--- src/rtl/divider_pkg.sv ---
// Shared definitions for the rv32im divider: op encodings and small helpers.
package divider_pkg;

    // Operation encodings used by the control-unit decode of funct3 100..111.
    localparam int DIV_OP_WIDTH = 2;
    localparam logic [DIV_OP_WIDTH-1:0] DIV_OP_DIV  = 2'd0;
    localparam logic [DIV_OP_WIDTH-1:0] DIV_OP_DIVU = 2'd1;
    localparam logic [DIV_OP_WIDTH-1:0] DIV_OP_REM  = 2'd2;
    localparam logic [DIV_OP_WIDTH-1:0] DIV_OP_REMU = 2'd3;

    localparam int DATA_W = 32;

    // Two's-complement negation of a 32-bit word.
    function automatic logic [DATA_W-1:0] neg32(input logic [DATA_W-1:0] v);
        return (~v) + 32'd1;
    endfunction

    // Magnitude of a word that is negative only when treated as signed.
    function automatic logic [DATA_W-1:0] mag32(input logic [DATA_W-1:0] v,
                                                input logic               is_neg);
        return is_neg ? neg32(v) : v;
    endfunction

endpackage

--- src/rtl/divider.sv ---
// Multicycle restoring divider (DIV/DIVU/REM/REMU), one quotient bit per cycle.
// Fixed latency: accept, 32 CALC steps, one READY cycle that writes result.
module divider
    import divider_pkg::*;
(
    input  logic                    clk,
    input  logic                    resetn,
    input  logic [DATA_W-1:0]       dividend,
    input  logic [DATA_W-1:0]       divisor,
    input  logic [DIV_OP_WIDTH-1:0] DIVop,
    input  logic                    valid,
    output logic [DATA_W-1:0]       result,
    output logic                    ready
);

    // One-hot state encoding; bit positions are private to this module.
    typedef enum logic [2:0] {
        IDLE  = 3'b001,
        CALC  = 3'b010,
        READY = 3'b100
    } state_t;

    state_t            state_q;
    logic              ready_q;
    logic [DATA_W-1:0] result_q;
    logic [4:0]        cnt_q;

    logic              is_signed_q;
    logic              want_rem_q;
    logic              sign_dvd_q;
    logic              sign_dvs_q;
    logic              dvs_zero_q;
    logic [DATA_W-1:0] dvs_q;      // |divisor|
    logic [DATA_W-1:0] quo_q;      // dividend magnitude shifting out, quotient shifting in
    logic [DATA_W:0]   rem_q;      // 33-bit partial remainder

    // Accept-time decode of the incoming request.
    logic              acc_signed_d;
    logic              acc_sdvd_d;
    logic              acc_sdvs_d;

    // Restoring step datapath.
    logic [DATA_W:0]   rem_shift_d;
    logic [DATA_W+1:0] trial_d;
    logic [DATA_W-1:0] quo_fix_d;
    logic [DATA_W-1:0] rem_fix_d;

    assign result = result_q;
    assign ready  = ready_q;

    // Decode the request and compute one restoring trial subtraction.
    always_comb begin
        acc_signed_d = (DIVop == DIV_OP_DIV) || (DIVop == DIV_OP_REM);
        acc_sdvd_d   = acc_signed_d && dividend[DATA_W-1];
        acc_sdvs_d   = acc_signed_d && divisor[DATA_W-1];

        rem_shift_d  = {rem_q[DATA_W-1:0], quo_q[DATA_W-1]};
        trial_d      = {rem_q, quo_q[DATA_W-1]} - {2'b00, dvs_q};

        quo_fix_d    = (is_signed_q && (sign_dvd_q ^ sign_dvs_q) && !dvs_zero_q)
                       ? neg32(quo_q) : quo_q;
        rem_fix_d    = (is_signed_q && sign_dvd_q)
                       ? neg32(rem_q[DATA_W-1:0]) : rem_q[DATA_W-1:0];
    end

    // Control FSM with registered ready/result and the iterative datapath.
    always_ff @(posedge clk) begin
        if (!resetn) begin
            state_q  <= IDLE;
            ready_q  <= 1'b0;
            result_q <= '0;
            cnt_q    <= '0;
        end else begin
            case (state_q)
                IDLE: begin
                    ready_q <= 1'b0;
                    if (valid && !ready_q) begin
                        is_signed_q <= acc_signed_d;
                        want_rem_q  <= (DIVop == DIV_OP_REM) || (DIVop == DIV_OP_REMU);
                        sign_dvd_q  <= acc_sdvd_d;
                        sign_dvs_q  <= acc_sdvs_d;
                        dvs_zero_q  <= (divisor == '0);
                        quo_q       <= mag32(dividend, acc_sdvd_d);
                        dvs_q       <= mag32(divisor, acc_sdvs_d);
                        rem_q       <= '0;
                        cnt_q       <= '0;
                        state_q     <= CALC;
                    end
                end
                CALC: begin
                    if (!trial_d[DATA_W+1]) begin
                        rem_q <= trial_d[DATA_W:0];
                        quo_q <= {quo_q[DATA_W-2:0], 1'b1};
                    end else begin
                        rem_q <= rem_shift_d;
                        quo_q <= {quo_q[DATA_W-2:0], 1'b0};
                    end
                    cnt_q <= cnt_q + 5'd1;
                    if (cnt_q == 5'd31) begin
                        state_q <= READY;
                    end
                end
                READY: begin
                    result_q <= want_rem_q ? rem_fix_d : quo_fix_d;
                    ready_q  <= 1'b1;
                    state_q  <= IDLE;
                end
                default: begin
                    state_q <= IDLE;
                    ready_q <= 1'b0;
                end
            endcase
        end
    end

endmodule

--- config.mk ---
export PLATFORM = sky130hd
export DESIGN_NAME = divider
export DESIGN_NICKNAME = d
export VERILOG_FILES = /design/src/rtl/divider_pkg.sv /design/src/rtl/divider.sv
export SDC_FILE = /design/constraint.sdc
export NUM_CORES = 1
export LEC_CHECK = 0
export ABC_AREA = 1
export ABC_CLOCK_PERIOD_IN_PS = 7900
export BUFFER_PORTS_ARGS = -buffer_cell sky130_fd_sc_hd__clkbuf_2
export CAP_MARGIN = 10
export CORE_ASPECT_RATIO = 1.4
export CORE_MARGIN = 3
export CORE_UTILIZATION = 50
export DETAILED_ROUTE_END_ITERATION = 10
export PLACE_DENSITY = 0.69
export REMOVE_ABC_BUFFERS = 1
export SLEW_MARGIN = 10
export SYNTH_ARGS = -nofsm -noshare
export SYNTH_HDL_FRONTEND = slang
export SYNTH_SLANG_ARGS = --single-unit
--- constraint.sdc ---
create_clock -name clk -period 7.9 [get_ports clk]
set_clock_uncertainty 0.1 [all_clocks]
set_input_delay 0.395 -clock clk [delete_from_list [all_inputs] [get_ports clk]]
set_output_delay 0.395 -clock clk [all_outputs]
set_load 0.02 [all_outputs]
==> results.md <==
- Vertical extent of the die: 189 um
- Routed wire length: 33800 um
- Post-CTS Repair Setup Buffers: 0
- Placement Setup Slack: 4.91 ns
- Register-to-Register Path Depth: 6
- Number of hold violations in the final report: 0
- Horiz. Die Dim: 137 um
- Total vias in the final route: 11900
- Async SR Flop Fraction: 0%
- Library cell with the highest instance count after synthesis: sky130_fd_sc_hd__nand2_1
- # Max-Cap Violations: 0
- Antenna Nets Post-Route: 0
- Maximum clock frequency: 338 MHz
- CTS tree: yes
- Smallest hold slack: 0.0469 ns
- Final Max Slew Viols: 0
- Area occupied by registers: 3880 sq um
- GR Overflow Total: 0
- Number of I/O port buffers: 101
- Vias in the first global route: 11300
- Capture point of the worst path: rem_q[9]
- Clock transition time at the flip-flop clock pins of the worst setup and hold paths: 0.06 ns
- Number of vias per cell after detailed routing: 5.21
- Worst Max-Slew Pin Slew: 1.08 ns
- Layout Area Growth over Synthesis: 10.2%
- Warnings, synthesis: 0
- Area occupied by multi-input gates: 6820 sq um
- Critical path class: register to register
- Global placer's final weighted congestion: 0.965
- Final setup margin: 4.94 ns
- Critical path startpoint: state_q[2]
- Number of design rule violations left after detail routing: 0
- Fraction of final layout cells with drive strength greater than 1: 8.49%
- Signal arrival time at the worst endpoint: 2.91 ns
- Type of the worst min-delay path: input port to register
- Library cell used as clock root buffer: sky130_fd_sc_hd__clkbuf_16
- Area contributors post-synth: sky130_fd_sc_hd__edfxtp_1, sky130_fd_sc_hd__nand2_1, sky130_fd_sc_hd__nor2_1
- Sinks on the clock net: 143
- Startpoint of the most critical register-to-register path: state_q[2]
- Setup violators final: 0
- Number of filler instances in the final layout: 2382
- Critical register-to-register path endpoint: rem_q[9]
- First-pass GRT wire length: 53900 um
- Later-pin clock latency in the skew report: 0.43 ns
- Post-synthesis instance total: 1885
- Headroom to the max-slew limit: 27.6%
- Core area: 23500 sq um
- Top cell type by total area after synthesis: sky130_fd_sc_hd__edfxtp_1
- Cts bufs inserted: 17
- Number of design-rule violations left by the first detailed-router iteration: 741
- Met2 Track Usage GR: 47.7%
- Hold bufs inserted after CTS: 0
- Met1 Usage GRT: 29.8%
- Register bit count reported by yosys: 143
- Most heavily used metal layer in global routing: met2
- Hold path startpoint: DIVop[1]
- Total Routing Usage GR: 26.2%
- Initial Util: 51.2%
- Number of distinct library cell variants in the gate-level netlist after synthesis: 41
- Most instantiated cells after synthesis: sky130_fd_sc_hd__nand2_1, sky130_fd_sc_hd__nor2_1, sky130_fd_sc_hd__inv_1
- Net count, final: 2073
- Setup TNS after final layout: 0 ns
- Crit start category: register
- Endpoint type of the worst setup path: register
- Number of flops mapped to enable cells by yosys: 102
- Finished layout cell area: 13200 sq um
- Leak pwr: 6.36 nW
- Initial antenna violation count: 0
- Mean instance size in the synthesized netlist: 6.37 sq um
- GR Layer Usage met3: 3.38%
- Required time reported for the critical path endpoint: 7.85 ns
- Non-filler cells, final: 2285
- Placement-stage cell area: 12700 sq um
- Netlist Area Pre-Place: 12000 sq um
- Sequential-to-total area share from yosys stat: 32.3%
- Minimum setup slack among reg-to-reg paths: 4.94 ns
- Estimated wirelength of the detail-placed design: 26900 um
- DRT Pass-1 Iters: 5
- Ratio of final minimum period to clock period: 37.4%
- Drt wl/cell: 14.8 um
- Cell Pwr Density: 152 nW/um^2
- RSZ-0062 raised after global routing: no
- Result of the run: finished clean
- Std cell rows: 66
- Count of pins on the block boundary: 102
- Post-placement cell count: 2252
- IR Drop Worst-Case VDD: 148 uV
- Maximum net fanout on the critical path: 66
- Gates resized, CTS repair: 0
- H-tree depth: 4
- Maximum number of pins on one net before global-route repair: 79
- Number of buffers between clock root and the deepest sink: 2
- Synth Flop Type: sky130_fd_sc_hd__edfxtp_1
- Area enclosed by the die boundary: 26000 sq um
- Share of the synthesized area in the top cell type: 25.5%
- Shortest period the worst path allows: 2.96 ns
[report_power, final]
part / internal [mW] / leakage, nW / switching, mW
logic: 0.140 / 4.82 / 0.279
registers: 0.844 / 1.29 / 0.0257
clock network: 0.426 / 0.251 / 0.297
[worst min-delay path by stage]
stage / endpoint / slack, ns / cells past startpoint
floorplan: cnt_q[4] / 0.34 / 2
global placement: cnt_q[4] / 0.36 / 2
detailed placement: cnt_q[3] / 0.36 / 2
CTS: want_rem_q / 0.03 / 1
global route: want_rem_q / 0.04 / 1
finish: want_rem_q / 0.05 / 1
[flip-flops by register name, indices dropped and copies added (netlist names)]
name         cells
is_signed_q      1
ready            1
state_q          3
sign_dvs_q       1
quo_q           32
want_rem_q       1
rem_q           33
dvs_q           32
dvs_zero_q       1
cnt_q            5
result          32
sign_dvd_q       1
[per-stage QoR]
step                power [mW]  utilization [%]
CTS                       2.02             56.4
floorplan                 1.18                -
global route              2.12             56.4
global placement          1.29             54.2
finish                    2.01             56.5
detailed placement        1.30             54.2
[area by class of cell]
cell class              count  area share, %
well taps                 306           2.89
clock buffers              30           3.81
inverters                 288           8.17
flip-flops and latches    143           29.3
clock inverters             2         0.0756
repair buffers            108           4.22
diodes                      1         0.0189
multi-input cells        1407           51.5
[kinds of logic (layout without fill, tap and decap cells)]
family	Yosys count	in the layout	share of synthesized area, %
simple gates	1095	1095	38.6
other cells	0	1	0
fa+ha+maj	39	39	4.12
compound gates	213	213	9.43
xor+xnor	60	60	4.37
flops	143	143	32.3
buf+inv	335	428	11.1
[placed cells by master, fill, tap and decap left out, types with 4 or more instances in the layout]
| cell | instances |
|---|---|
| sky130_fd_sc_hd__nand2_1 | 501 |
| sky130_fd_sc_hd__nor2_1 | 285 |
| sky130_fd_sc_hd__inv_1 | 282 |
| sky130_fd_sc_hd__nand3_1 | 207 |
| sky130_fd_sc_hd__o21ai_0 | 110 |
| sky130_fd_sc_hd__edfxtp_1 | 102 |
| sky130_fd_sc_hd__clkbuf_2 | 101 |
| sky130_fd_sc_hd__a21oi_1 | 64 |
| sky130_fd_sc_hd__xor2_1 | 41 |
| sky130_fd_sc_hd__dfxtp_1 | 41 |
| sky130_fd_sc_hd__ha_1 | 38 |
| sky130_fd_sc_hd__nand4_1 | 33 |
| sky130_fd_sc_hd__nor3_1 | 21 |
| sky130_fd_sc_hd__xnor2_1 | 19 |
| sky130_fd_sc_hd__clkbuf_16 | 17 |
| sky130_fd_sc_hd__a31oi_1 | 11 |
| sky130_fd_sc_hd__or2_2 | 10 |
| sky130_fd_sc_hd__nand2_2 | 10 |
| sky130_fd_sc_hd__clkbuf_1 | 10 |
| sky130_fd_sc_hd__o211ai_1 | 9 |
| sky130_fd_sc_hd__o21ai_1 | 8 |
| sky130_fd_sc_hd__nor4_1 | 7 |
| sky130_fd_sc_hd__nand3b_1 | 7 |
| sky130_fd_sc_hd__buf_4 | 7 |
| sky130_fd_sc_hd__clkinv_1 | 4 |
| sky130_fd_sc_hd__nor2_2 | 4 |
[per-layer routing]
metal  up-vias  routed length (um)
met5         -                   0
met3        87                1280
met4         0                1520
li1       6250                   -
met1      5277               13700
met2       298               17300
[worst max-delay path: stages (launching register included)]
cell                       delay, ns
sky130_fd_sc_hd__dfxtp_1        0.34
sky130_fd_sc_hd__nor3_4         0.20
sky130_fd_sc_hd__clkinv_1       0.68
sky130_fd_sc_hd__nand2_1        0.31
sky130_fd_sc_hd__inv_1          0.15
sky130_fd_sc_hd__nor2_4         0.09
sky130_fd_sc_hd__buf_4          0.66
Power figures use the tool's default switching activity.
